===== src/rtl/tblink_rpc_cmdexec.sv =====
// Executes one toggle-handshaked RPC command (NOP/WRITE/READ) over an 8-bit register bus.
// Latency: NOP/error 3 edges, bus ops ack edge + 1; holds off upstream via the get index and times out stalled acks.
module tblink_rpc_cmdexec #(
    parameter int CMD_IN_PARAMS_SZ = 4,
    parameter int CMD_IN_RSP_SZ    = 1,
    parameter int TIMEOUT          = 16
) (
    input  logic                          uclock,
    input  logic                          reset,
    input  logic [7:0]                    cmd_in,
    input  logic [7:0]                    cmd_in_sz,
    input  logic [CMD_IN_PARAMS_SZ*8-1:0] cmd_in_params,
    input  logic                          cmd_in_put_i,
    output logic                          cmd_in_get_i,
    output logic [CMD_IN_RSP_SZ*8-1:0]    cmd_in_rsp,
    output logic [7:0]                    cmd_in_rsp_sz,
    output logic [7:0]                    reg_adr,
    output logic [7:0]                    reg_dat_w,
    input  logic [7:0]                    reg_dat_r,
    output logic                          reg_we,
    output logic                          reg_stb,
    input  logic                          reg_ack
);

    localparam int PW  = CMD_IN_PARAMS_SZ * 8;
    localparam int RW  = CMD_IN_RSP_SZ * 8;
    localparam int PXW = (PW > 16) ? PW : 16;
    localparam int CW  = (TIMEOUT > 1) ? $clog2(TIMEOUT) : 1;
    localparam logic [CW-1:0] CNT_LAST = CW'(TIMEOUT - 1);

    localparam logic [7:0] OP_NOP    = 8'h00;
    localparam logic [7:0] OP_WRITE  = 8'h01;
    localparam logic [7:0] OP_READ   = 8'h02;
    localparam logic [7:0] RSP_OK    = 8'h00;
    localparam logic [7:0] RSP_BADOP = 8'hFF;
    localparam logic [7:0] RSP_SHORT = 8'hFE;
    localparam logic [7:0] RSP_TMO   = 8'hFD;

    typedef enum logic [1:0] {
        IDLE,
        DECODE,
        BUS,
        RESP
    } state_t;

    typedef struct packed {
        logic [7:0] code;
        logic       has_byte;
    } rsp_t;

    state_t          state_q, state_d;
    logic [7:0]      op_q, op_d;
    logic [7:0]      sz_q, sz_d;
    logic [PW-1:0]   params_q, params_d;
    logic [CW-1:0]   cnt_q, cnt_d;
    logic [7:0]      adr_q, adr_d;
    logic [7:0]      dat_w_q, dat_w_d;
    logic            we_q, we_d;
    logic            stb_q, stb_d;
    rsp_t            pend_q, pend_d;
    logic            get_q, get_d;
    logic [RW-1:0]   rsp_q, rsp_d;
    logic [7:0]      rsp_sz_q, rsp_sz_d;

    logic [PXW-1:0]  params_ext;
    logic            unused_params;

    // Widened view so the fixed byte slices below stay legal for narrow parameter buses.
    assign params_ext    = PXW'(params_q);
    assign unused_params = ^params_ext;

    always_comb begin
        state_d  = state_q;
        op_d     = op_q;
        sz_d     = sz_q;
        params_d = params_q;
        cnt_d    = cnt_q;
        adr_d    = adr_q;
        dat_w_d  = dat_w_q;
        we_d     = we_q;
        stb_d    = stb_q;
        pend_d   = pend_q;
        get_d    = get_q;
        rsp_d    = rsp_q;
        rsp_sz_d = rsp_sz_q;

        case (state_q)
            IDLE: begin
                if (cmd_in_put_i != get_q) begin
                    op_d     = cmd_in;
                    sz_d     = cmd_in_sz;
                    params_d = cmd_in_params;
                    state_d  = DECODE;
                end
            end
            DECODE: begin
                state_d = RESP;
                case (op_q)
                    OP_NOP: begin
                        pend_d = '{code: RSP_OK, has_byte: 1'b0};
                    end
                    OP_WRITE: begin
                        if (sz_q >= 8'd2) begin
                            adr_d   = params_ext[7:0];
                            dat_w_d = params_ext[15:8];
                            we_d    = 1'b1;
                            stb_d   = 1'b1;
                            cnt_d   = '0;
                            state_d = BUS;
                        end else begin
                            pend_d = '{code: RSP_SHORT, has_byte: 1'b1};
                        end
                    end
                    OP_READ: begin
                        if (sz_q >= 8'd1) begin
                            adr_d   = params_ext[7:0];
                            we_d    = 1'b0;
                            stb_d   = 1'b1;
                            cnt_d   = '0;
                            state_d = BUS;
                        end else begin
                            pend_d = '{code: RSP_SHORT, has_byte: 1'b1};
                        end
                    end
                    default: begin
                        pend_d = '{code: RSP_BADOP, has_byte: 1'b1};
                    end
                endcase
            end
            BUS: begin
                // An ack on the final counted cycle still wins over the timeout.
                if (reg_ack) begin
                    stb_d   = 1'b0;
                    state_d = RESP;
                    if (we_q) begin
                        pend_d = '{code: RSP_OK, has_byte: 1'b0};
                    end else begin
                        pend_d = '{code: reg_dat_r, has_byte: 1'b1};
                    end
                end else if (cnt_q == CNT_LAST) begin
                    stb_d   = 1'b0;
                    state_d = RESP;
                    pend_d  = '{code: RSP_TMO, has_byte: 1'b1};
                end else begin
                    cnt_d = cnt_q + CW'(1);
                end
            end
            RESP: begin
                get_d    = ~get_q;
                rsp_d    = pend_q.has_byte ? RW'(pend_q.code) : '0;
                rsp_sz_d = {7'd0, pend_q.has_byte};
                state_d  = IDLE;
            end
            default: begin
                state_d = IDLE;
            end
        endcase
    end

    always_ff @(posedge uclock or posedge reset) begin
        if (reset) begin
            state_q  <= IDLE;
            op_q     <= '0;
            sz_q     <= '0;
            params_q <= '0;
            cnt_q    <= '0;
            adr_q    <= '0;
            dat_w_q  <= '0;
            we_q     <= 1'b0;
            stb_q    <= 1'b0;
            pend_q   <= '0;
            get_q    <= 1'b0;
            rsp_q    <= '0;
            rsp_sz_q <= '0;
        end else begin
            state_q  <= state_d;
            op_q     <= op_d;
            sz_q     <= sz_d;
            params_q <= params_d;
            cnt_q    <= cnt_d;
            adr_q    <= adr_d;
            dat_w_q  <= dat_w_d;
            we_q     <= we_d;
            stb_q    <= stb_d;
            pend_q   <= pend_d;
            get_q    <= get_d;
            rsp_q    <= rsp_d;
            rsp_sz_q <= rsp_sz_d;
        end
    end

    assign cmd_in_get_i  = get_q;
    assign cmd_in_rsp    = rsp_q;
    assign cmd_in_rsp_sz = rsp_sz_q;
    assign reg_adr       = adr_q;
    assign reg_dat_w     = dat_w_q;
    assign reg_we        = we_q;
    assign reg_stb       = stb_q;

endmodule


===== config.mk =====
export PLATFORM = sky130hd
export DESIGN_NAME = tblink_rpc_cmdexec
export DESIGN_NICKNAME = d
export VERILOG_FILES = /design/src/rtl/tblink_rpc_cmdexec.sv
export SDC_FILE = /design/constraint.sdc
export NUM_CORES = 1
export LEC_CHECK = 0
export ABC_CLOCK_PERIOD_IN_PS = 5260
export CORE_UTILIZATION = 45
export DETAILED_ROUTE_END_ITERATION = 6
export PLACE_DENSITY = 0.76
export SLEW_MARGIN = 25
export SYNTH_ARGS = -nofsm -noshare
export SYNTH_HDL_FRONTEND = slang
export SYNTH_SLANG_ARGS = --single-unit

===== constraint.sdc =====
create_clock -name uclock -period 5.26 [get_ports uclock]
set_clock_uncertainty 0.1 [all_clocks]
set_input_delay 1.052 -clock uclock [delete_from_list [all_inputs] [get_ports uclock]]
set_output_delay 1.052 -clock uclock [all_outputs]
set_load 0.02 [all_outputs]

# Yosys cells after proc, flatten, opt, wreduce, memory -nomap -nowiden
# Cells that the tools add are included.
[classes]
add_sub_neg = 1
n_lt_le_gt_ge = 2
eq_ne = 18
mux = 32
bitwise = 1
n_reduce_logical = 11
[ops]
columns = ["op", "count"]
rows = [
  ["$mux 9", 5],
  ["$pmux 9 s3", 1],
  ["$mux 8", 3],
  ["$pmux 9 s2", 1],
  ["$mux 4", 4],
  ["$pmux 4 s2", 2],
  ["$pmux 8 s2", 1],
  ["$ne 3x3->1 const B", 5],
  ["$ne 2x2->1 const B", 5],
  ["$eq 8x1->1 const B", 1],
  ["$eq 8x2->1 const B", 1],
  ["$ge 8x1->1 const B", 1],
  ["$ge 8x2->1 const B", 1],
  ["$logic_not 8->1", 1],
  ["$pmux 1 s2", 4],
  ["$pmux 2 s4", 1],
  ["$reduce_and 4->1", 2],
  ["$mux 1", 7],
  ["$mux 2", 3],
  ["$reduce_and 6->1", 1],
  ["$reduce_and 5->1", 1],
  ["$add 4x1->4 const B", 1],
  ["$eq 2x2->1 const B", 2],
  ["$eq 4x4->1 const B", 1],
  ["8 further kinds", 10],
]
[totals]
ff_bits = 75
wordCells = 79

# Logic depth before layout (Yosys ltp)
# Gate-level depths: netlist of run 1.
[depth]
ltp_word = 4
depth_mapped = 7
depth_no_buf = 7

# Least setup slack after synthesis of run 1
# Ideal clock, no wire load.
[synth_timing]
path_type = "input -> register"
from = "input cmd_in_put_i"
to = "register op_q[7]"
setup_time_ns = 0.125
arrival_ns = 2.192
t_required_ns = 5.035
slack_ns = 2.844
cell_stages = 5
cell_sequence = "xnor2_1 > nand2b_1 > clkbuf_1 > buf_1 > mux2_2"
[synth_between]
elab_chain_cells = 2
[synth_rtl]
columns = ["item", "line", "text"]
rows = [
  ["start, declared", "13", "input logic cmd_in_put_i,"],
  ["$ne 1x1->1", "89", "if (cmd_in_put_i != get_q) begin"],
  ["$reduce_and 2->1 (no source line)", "--", ""],
  ["end signal, assigned", "177", "op_q <= op_d;"],
  ["end, declared", "52", "logic [7:0] op_q, op_d;"],
]
# No other way between the ends.
# A chain may end at the register's enable or synchronous reset.

# Worst setup path after layout of run 1
[layout_timing]
from = "input reg_ack"
to = "register pend_q[5] in the netlist's numbering"
[layout_between]
elab_chain_cells = 2
[layout_rtl]
columns = ["item", "line", "text"]
rows = [
  ["start, declared", "22", "input logic reg_ack"],
  ["$ne 3x3->1 (no source line) or $mux 9 (tied branches)", "--", ""],
  ["$reduce_and 4->1 (no source line) or $pmux 9 s2 (tied branches)", "--", ""],
  ["end signal, assigned", "185", "pend_q <= pend_d;"],
  ["end, declared", "60", "rsp_t pend_q, pend_d;"],
]
# Parallel ways exist; a longest one is shown, timed or not.

==> results of run 1 <==
-- cell usage in the layout (no fill, tap or decap), types with 2 or more instances in the layout --
cell type,count
a211oi_1,2
a21o_1,2
a21oi_1,8
a31oi_1,2
and2_1,2
buf_4,2
bufinv_16,2
clkbuf_8,11
clkdlybuf4s50_1,71
clkinv_2,2
conb_1,7
dfrtp_1,75
ha_1,6
inv_1,13
mux2_1,3
mux2_2,57
nand2_1,4
nand2b_1,12
nand3_1,9
nand3b_1,2
nor2_1,3
nor3_1,2
nor3_4,2
o21ai_0,14
-- area by class of cell --
class | count | area, µm²
Multi-Input combinational cell | 155 | 1310
Clock inverter | 4 | 73.8
Fill cell | 555 | 2630
Clock buffer | 11 | 151
Timing Repair Buffer | 73 | 726
Inverter | 14 | 53.8
Sequential cell | 75 | 1880
Tap cell | 96 | 120
-- worst max-delay path, delay by kind of cell --
kind                   cells  cell delay, ns
muxes                      1            0.39
buffers and inverters      1            0.57
and+or+nand+nor            3            0.67
AOI/OAI and AO/OA          1            0.14
-- routing by layer --
metal	vias to the layer above	routed length (µm)	track usage (%)
li1	1020	-	-
met1	1077	2490	20.5
met2	66	2910	29.1
met3	10	421	8.58
met4	0	98	6.11
met5	-	0	0
-- how the worst max path moves through the flow --
stage                     startpoint  slack, ns           end  cells after the start
after floorplan                reset       2.20  cmd_in_get_i                      1
after global placement       reg_ack       2.22     pend_q[5]                      6
after detailed placement     reg_ack       2.22     pend_q[5]                      6
after CTS                    reg_ack       2.57     pend_q[5]                      6
after global routing         reg_ack       2.44     pend_q[3]                      6
final                        reg_ack       2.56     pend_q[5]                      6
-- flip-flops by register name, summed over array words and instances, names as in the netlist, 2 cells and up --
signal	flops
pend_q	9
reg_dat_w	8
state_q	2
reg_adr	8
cmd_in_rsp	8
cnt_q	4
sz_q	8
op_q	8
params_ext	16
-- stage by stage --
step	setup slack, ns	total power [mW]
2_1_floorplan	2.20	1.67
3_3_place_gp	2.22	1.97
3_5_place_dp	2.22	2.01
4_1_cts	2.57	2.50
5_1_grt	2.44	2.65
6_report	2.56	2.48
-- power groups by stage --
stage / logic (mW) / clock network, mW / registers [mW]
finish: 0.997 / 0.487 / 0.994
global route: 1.10 / 0.526 / 1.03
CTS: 1.01 / 0.502 / 0.994
detailed placement: 1.00 / 0 / 1.00
global placement: 0.978 / 0 / 0.990
floorplan: 0.600 / 0 / 1.07
-- logic make-up (layout without fill, tap and decap cells) --
kind of cell	after synthesis	in the layout	share of synthesized area, %
AOI/OAI and AO/OA	36	36	6.59
xor gates and xnor gates	2	2	0.530
adders and majority gates	6	6	2.27
buffers and inverters	32	102	4.47
DFF	75	75	56.8
muxes	60	60	20.4
other	1	7	0.113
and+or+nand+nor	44	44	8.82
==> metrics, run 1 <==
most frequent cell after synthesis dfrtp_1; Antenna Cells 0; DRT antenna net count 0; Design Area, Final 4310 µm²; Tightest Pin Transition 0.776 ns; CTS H-tree lvls 3; Post-layout nets 394; Synth area leader dfrtp_1; min cycle time layout ~2.7 ns; PD cells 575 nW/µm²; Worst slew margin 48.2%; clk buf depth 2; Core Util, Final 62.1%; share of layout cells above drive strength 1 25.0%; die area 7690 µm²; VDD IR-drop max 0.262 mV; largest cells by area after synthesis dfrtp_1 57%, mux2_2 19%, ha_1 2.3%, nand2b_1 2.3%, o21ai_0 2.1%; slowest stage cell on the critical path clkdlybuf4s50_1; switching share of total power between 30% and 40%; crit path cell chain clkdlybuf4s50_1, a31oi_1, nand2_1, nand2_1, nor3_4, mux2_2; max-slew violation count 0; Sw Pwr 0.815 mW; Yosys warning total 0; drt pass-1 iters 4; Die Y-Extent 87.7 µm; crit path kind in -> reg; setup_tns 0 ns; DP Area 4090 µm²; Syn Std Cell Area 3310 µm²; Post-CTS Setup Bufs 0; startpoint class of the critical path primary input; IO buf count 71; Cells after Synth 256; CP most frequent cell nand2_1; EDFF count, synth 0; Int Power around 1.7 mW; num ports 95; GR Overflow Total 0; worst hold stages 1; hold path startpoint cnt_q[3]; clock root cell clkbuf_8; clock latency on the worst-skew pair 0.34 ns; RSZ-0062 raised after global routing false; Clk pwr share between 10% and 20%; share of the synthesized area in the top cell type a little under three fifths; Max Freq 371 MHz; clock sinks 75; post-cts hold buffer count 0; Starting Density between 40% and 50%; Residual DRC 0; Final setup viols 0; clk slew on worst S/H paths ~0.07 ns; sequential share of the synthesized area 56.8%; worst endpoint required time 5.39 ns; r2r setup slk slightly below 3 ns; crit end category register; reg2reg path depth 5; Routability Congestion 0.793; vias in the first global route 2237; Post-synth ARST share 100%; first-pass GRT wire length 10300 µm; P&R area growth vs syn 30.4%; pin count of the biggest net entering global routing 47; worst r2r dst reg_adr[7]; Data arrival, critical path 2.82 ns; Crit path largest cell delay between 0.5 and 0.6 ns; syn avg cell area ~13 µm²; R2R Path Start sz_q[5]; DR WL/cell 13.8 µm; Unique masters post-synth 41; Final Hold Slack between 0.3 and 0.4 ns; WHS Endpoint cnt_q[3]; post-detail-place hpwl between 4000 and 5000 µm; max-cap viol count 0; worst hold path class reg -> reg; CTS Buf Count 9; Vias/cell 5.08; final worst path period share around half; flops & latches, synth 75; outcome complete, no violations; Cell Count, Final, Fillers Out about 430; CTS tree built; sequential share of power approximately two fifths; Vias approximately 2200; Post-Route WL 5920 µm; initial DRC count 67; cts repair resizes 0; DIE WIDTH 87.7 µm; core box area between 6000 and 7000 µm²; gr usage total 17.8%; Combinational Power Share between 40% and 50%; Leak 1.84 nW; final hold violation count 0; Synth top cells by count 75 x dfrtp_1, 57 x mux2_2, 14 x inv_1, 14 x o21ai_0, 12 x nand2b_1; Top FF cell, synth dfrtp_1; Placed Cells 413; Worst Path Max Fanout 9; num rows 30; initial antenna violation count 0
No activity file was read; power rests on OpenSTA's default activity.
==> inputs of run 2 (changes only) <==
--- a/config.mk
+++ b/config.mk
@@ -5,7 +5,7 @@
 export SDC_FILE = /design/constraint.sdc
 export NUM_CORES = 1
 export LEC_CHECK = 0
-export ABC_CLOCK_PERIOD_IN_PS = 5260
+export ABC_CLOCK_PERIOD_IN_PS = 2830
 export CORE_UTILIZATION = 45
 export DETAILED_ROUTE_END_ITERATION = 6
 export PLACE_DENSITY = 0.76
==> constraint.sdc (replaced) <==
create_clock -name uclock -period 2.83 [get_ports uclock]
set_clock_uncertainty 0.1 [all_clocks]
set_input_delay 0.566 -clock uclock [delete_from_list [all_inputs] [get_ports uclock]]
set_output_delay 0.566 -clock uclock [all_outputs]
set_load 0.02 [all_outputs]
==> run 2 against run 1 <==
Net effect: highest routed layer unchanged; core utilization grew 0.23 points; sequential share of layout area shrank 0.16 points; global-route usage shrank 0.25 points; critical endpoint is now reg_adr[0]; cell count grew 1.2%; via count shrank 0.78%; flip-flop and latch count is the same.
==> metrics, run 2 (synthesis gave the netlist of run 1 again) <==
final hold violation count 0 (unchanged); Design Area, Final 4330 µm² (+0.38%); initial antenna violation count 0 (unchanged); die area 7690 µm² (unchanged); crit path cell chain or4_4, nor3_1, o22ai_1, nand2b_1, mux2_2; FILL cells 579 (+4.3%); Antenna Cells 0 (unchanged); CTS Buf Count 9 (unchanged); initial DRC count 64 (-4.5%); outcome complete, no violations; Leak 1.86 nW (+0.86%); CTS H-tree lvls 3 (unchanged); max-slew violation count 0 (unchanged); Cell Count, Final, Fillers Out 433 (+1.2%); Worst Path Max Fanout 9 (unchanged); startpoint class of the critical path register; post-detail-place hpwl 4370 µm (+4.5%); Max Freq between 400 and 500 MHz; num rows 30 (unchanged); crit end category register; Vias/cell 4.98 (-1.9%); Placed Cells 417 (+0.97%); RSZ-0062 raised after global routing false; Sw Pwr 1.52 mW (+87%); Post-Route WL 6020 µm (+1.6%); most frequent cells in the layout 75 x dfrtp_1, 71 x clkdlybuf4s50_1, 57 x mux2_2, 14 x o21ai_0, 13 x inv_1; Worst slew margin 61.3% (+13 points); cts repair resizes 0 (unchanged); Data arrival, critical path 2.44 ns (-0.38 ns); Crit path largest cell delay 0.56 ns (about the same); leading cell type in the layout, fill and taps excluded dfrtp_1; crit path kind reg -> reg; gr usage total 17.6% (-0.25 points); CTS tree built; share of layout cells above drive strength 1 25.2% (+0.22 points); Tightest Pin Transition 0.581 ns (-0.195 ns); clk slew on worst S/H paths 0.07 ns (about the same); vias in the first global route 2244 (+0.31%); min cycle time layout 2.31 ns; clock root cell clkbuf_8; VDD IR-drop max 0.498 mV (+90%); max-cap viol count 0 (unchanged); switching share of total power 33.6% (+0.73 points); PD cells 1050 nW/µm² (+82%); DR WL/cell 13.9 µm (+0.46%); clock latency on the worst-skew pair 0.34 ns (about the same); DP Area 4130 µm² (+1.2%); Residual DRC 0 (unchanged); Clk pwr share 17.8% (-1.9 points); core box area 6940 µm² (unchanged); setup_tns 0 ns (unchanged); clk buf depth 2 (unchanged); Vias 2156 (-0.78%); Final setup viols 0 (unchanged); post-cts hold buffer count 0 (unchanged); IO buf count 71 (unchanged); sequential share of power 40.8% (+0.7 points); drt pass-1 iters 4 (unchanged); first-pass GRT wire length 10300 µm (-0.53%); Die Y-Extent 87.7 µm (unchanged); DRT antenna net count 0 (unchanged); CP top delay family simple AND/OR/NAND/NOR gates; P&R area growth vs syn 30.9%; Combinational Power Share 41.4% (+1.2 points); worst endpoint required time 2.96 ns (-2.43 ns); Post-CTS Setup Bufs 0 (unchanged); Post-layout nets 398 (+1.0%); GR Overflow Total 0 (unchanged); num ports 95 (unchanged); Starting Density 47.6% (unchanged); Int Power 3.00 mW (+81%); pin count of the biggest net entering global routing 33 (-30%); max reg flops 16 (unchanged); worst hold path class reg -> reg; DIE WIDTH 87.7 µm (unchanged); final worst path period share 81.7%; Routability Congestion 0.828 (+4.4%); slowest stage cell on the critical path or4_4; clock sinks 75 (unchanged); Buf/Inv on CP 0 (-1)
[run 2: cell count changes in the layout (fill, tap and decap cells not counted)]
cell	change
buf_12	+2
buf_4	+2
clkbuf_1	+2
bufinv_16	-1
clkbuf_8	-1
clkinv_4	-1
inv_2	+1
inv_6	+1
nor4_1	+1
nor4_2	-1
[run 2: area by class of cell]
type                    instances  area, µm²  share of cell area (%)
flip-flops and latches         75       1880                    43.4
multi-input cells             155       1300                    30.1
repair buffers                 77        781                    18.0
clock buffers                  12        145                    3.35
well taps                      96        120                    2.78
inverters                      14       52.6                    1.21
clock inverters                 4       48.8                    1.13
[run 2: metal layers]
layer | wire, µm | GRT usage, %
met1 | 2620 | 21.5
met2 | 2860 | 28.6
met3 | 448 | 6.60
met4 | 94 | 6.26
met5 | 0 | 0
[run 2: final timing paths]
check | from | end | slack [ns] | cells after the start
min in group asynchronous | reset | reg_dat_w[2] | 0.43 | 2
min | params_ext[13] | params_ext[13] | 0.40 | 1
max in group asynchronous | reset | reg_dat_w[5] | 1.62 | 3
min reg2reg | params_ext[13] | params_ext[13] | 0.40 | 1
max reg2reg | sz_q[5] | reg_adr[0] | 0.52 | 5
max | sz_q[5] | reg_adr[0] | 0.52 | 5
[run 2: power groups by stage]
| stage | Sequential (mW) | Combinational (mW) | Clock (mW) |
|---|---|---|---|
| 2_1_floorplan | 1.99 | 1.11 | 0 |
| 3_3_place_gp | 1.84 | 1.84 | 0 |
| 3_5_place_dp | 1.87 | 1.88 | 0 |
| 4_1_cts | 1.85 | 1.89 | 0.829 |
| 5_1_grt | 1.91 | 2.05 | 0.865 |
| 6_report | 1.85 | 1.87 | 0.804 |
[run 2: through the flow]
stage / hold WS [ns] / worst slack [ns] / util (%) / power, mW
2_1_floorplan: 0.346 / 0.254 / - / 3.10
4_1_cts: 0.396 / 0.529 / 62.3 / 4.57
6_report: 0.396 / 0.518 / 62.3 / 4.52
3_3_place_gp: 0.370 / 0.386 / 59.5 / 3.68
3_5_place_dp: 0.379 / 0.370 / 59.5 / 3.75
5_1_grt: 0.422 / 0.413 / 62.3 / 4.82
==> inputs of run 3 (changes only) <==
--- a/config.mk
+++ b/config.mk
@@ -5,8 +5,8 @@
 export SDC_FILE = /design/constraint.sdc
 export NUM_CORES = 1
 export LEC_CHECK = 0
-export ABC_CLOCK_PERIOD_IN_PS = 2830
-export CORE_UTILIZATION = 45
+export ABC_CLOCK_PERIOD_IN_PS = 1900
+export CORE_UTILIZATION = 43
 export DETAILED_ROUTE_END_ITERATION = 6
 export PLACE_DENSITY = 0.76
 export SLEW_MARGIN = 25
==> constraint.sdc (replaced) <==
create_clock -name uclock -period 1.9 [get_ports uclock]
set_clock_uncertainty 0.1 [all_clocks]
set_input_delay 0.38 -clock uclock [delete_from_list [all_inputs] [get_ports uclock]]
set_output_delay 0.38 -clock uclock [all_outputs]
set_load 0.02 [all_outputs]
==> run 3 against run 2 <==
Net effect: sequential power is 48% higher; setup slack worse by 0.77 ns; global-route usage is 1.2 points higher; total power is 70% higher; the run now ends with setup timing left; maximum frequency is 7.5% higher; core utilization is 2.1 points higher.
==> metrics, run 3 (synthesis gave the netlist of run 1 again) <==
Core Util, Final 64.4% (+2.1 points); pin count of the biggest net entering global routing 76 (+130%); CTS tree built; failing checks setup timing; RSZ-0062 raised after global routing true; clock root cell clkbuf_8; IO buf count 71 (unchanged); FILL cells 570 (-1.6%); startpoint class of the critical path register; num rows 31 (+3.3%); Routability Congestion 0.811 (-2.1%); clock latency on the worst-skew pair 0.34 ns (about the same); DRT antenna net count 0 (unchanged); Die Y-Extent 89.7 µm (+2.2%); PD cells 1630 nW/µm² (+56%); Crit path largest cell delay 0.59 ns (+0.03 ns); Vias 2247 (+4.2%); max reg flops 16 (unchanged); worst hold path class in -> async; most frequent cells in the layout 75 x dfrtp_1, 70 x clkdlybuf4s50_1, 41 x mux2_2, 25 x buf_4, 16 x mux2_4; Int Power 5.18 mW (+73%); drt pass-1 iters 4 (unchanged); core box area 7330 µm² (+5.6%); leading cell type in the layout, fill and taps excluded dfrtp_1; Final Hold Slack 0.366 ns (-0.0298 ns); Residual DRC 0 (unchanged); dpl ws -0.341 ns (-0.711 ns); max-slew violation count 0 (unchanged); Cell Count, Final, Fillers Out 459 (+6.0%); setup_tns -5.21 ns (-5.21 ns); switching share of total power 32.5% (-1.1 points); outcome finished with violations; Combinational Power Share 45.0% (+3.6 points); setup ws final -0.250 ns (-0.768 ns); Buf/Inv on CP 1 (+1); Vias/cell 4.90 (-1.7%); die area 8040 µm² (+4.5%); min cycle time layout 2.15 ns (-0.162 ns); first-pass GRT wire length 11100 µm (+8.2%); Post-Route WL 6750 µm (+12%); clk slew on worst S/H paths 0.08 ns (about the same); GR Overflow Total 0 (unchanged); worst endpoint required time 2.03 ns (-0.93 ns); Tightest Pin Transition 0.528 ns (-0.0531 ns); Final setup viols 31 (+31); Antenna Cells 0 (unchanged); Post-layout nets 423 (+6.3%); share of layout cells above drive strength 1 33.1% (+7.8 points); Clk pwr share 19.3% (+1.5 points); Max Freq 465 MHz (+7.5%); P&R area growth vs syn 42.8%; CP top delay family simple AND/OR/NAND/NOR gates; VDD IR-drop max 0.815 mV (+64%); crit end category register; slowest stage cell on the critical path or4_4; Worst slew margin 64.8% (+3.5 points); num ports 95 (unchanged); DIE WIDTH 89.7 µm (+2.2%); Starting Density 45.1% (-2.5 points); gr usage total 18.7% (+1.2 points); final hold violation count 0 (unchanged); initial antenna violation count 0 (unchanged); Design Area, Final 4720 µm² (+9.0%); CTS H-tree lvls 3 (unchanged); initial DRC count 81 (+27%); CP most frequent cell nor3_4; Data arrival, critical path 2.28 ns (-0.16 ns); Placed Cells 442 (+6.0%); clk buf depth 2 (unchanged); crit path kind reg -> reg; Leak 2.06 nW (+11%); Power Total 7.68 mW (+70%); Worst Path Max Fanout 9 (unchanged); DR WL/cell 14.7 µm (+5.8%); post-detail-place hpwl 4520 µm (+3.4%); vias in the first global route 2320 (+3.4%); CTS Buf Count 9 (unchanged); sequential share of power 35.7% (-5.1 points); DP Area 4380 µm² (+5.8%); max-cap viol count 0 (unchanged); clock sinks 75 (unchanged); Sw Pwr 2.50 mW (+64%); crit path cell chain or4_4, nor3_4, nor3_1, nor3_4, buf_12, mux2_2; final worst path period share 113% (+31 points)
[run 3: path summary, 6_finish.rpt]
path	start	endpoint	slack (ns)	cells past startpoint
setup / recovery	sz_q[1]	pend_q[2]	-0.25	6
min in group uclock	params_ext[13]	params_ext[13]	0.40	1
hold / removal	reset	cmd_in_rsp[5]	0.37	3
max in group asynchronous	reset	params_ext[11]	1.00	3
setup reg to reg	sz_q[1]	pend_q[2]	-0.25	6
hold reg to reg	params_ext[13]	params_ext[13]	0.40	1
[run 3: repair_timing]
action                                  in CTS  in global routing
pin swaps                                    6                  5
endpoints found under the setup margin      31                 33
setup buffers                                3                  1
hold buffers                                 0                  0
resized for setup                           14                  8
[run 3: area by class of cell]
cell class / count / area [µm²] / share of cell area (%)
Clock inverter: 4 / 98.8 / 2.09
Timing Repair Buffer: 102 / 1010 / 21.4
Tap cell: 99 / 124 / 2.62
Sequential cell: 75 / 1880 / 39.8
Multi-Input combinational cell: 155 / 1410 / 30.0
Inverter: 14 / 56.3 / 1.19
Clock buffer: 10 / 138 / 2.92
[run 3: power groups by stage]
stage / Clock [mW] / Combinational (mW) / Sequential, mW
finish: 1.48 / 3.45 / 2.74
global route: 1.57 / 3.78 / 2.84
CTS: 1.51 / 3.43 / 2.75
detailed placement: 0 / 3.25 / 2.76
global placement: 0 / 3.16 / 2.72
floorplan: 0 / 1.74 / 2.97
[run 3: routing by layer]
layer | share of wire [%] | track usage [%]
met1 | 44 | 23.0
met2 | 48 | 29.9
met3 | 7.1 | 6.86
met4 | 1.5 | 7.94
met5 | 0 | 0
[run 3: worst reg2reg max path, cell delays in order, from the launching register on]
cell     delay, ns
dfrtp_1       0.39
or4_4         0.59
nor3_4        0.20
nor3_1        0.11
nor3_4        0.17
buf_12        0.16
mux2_2        0.33
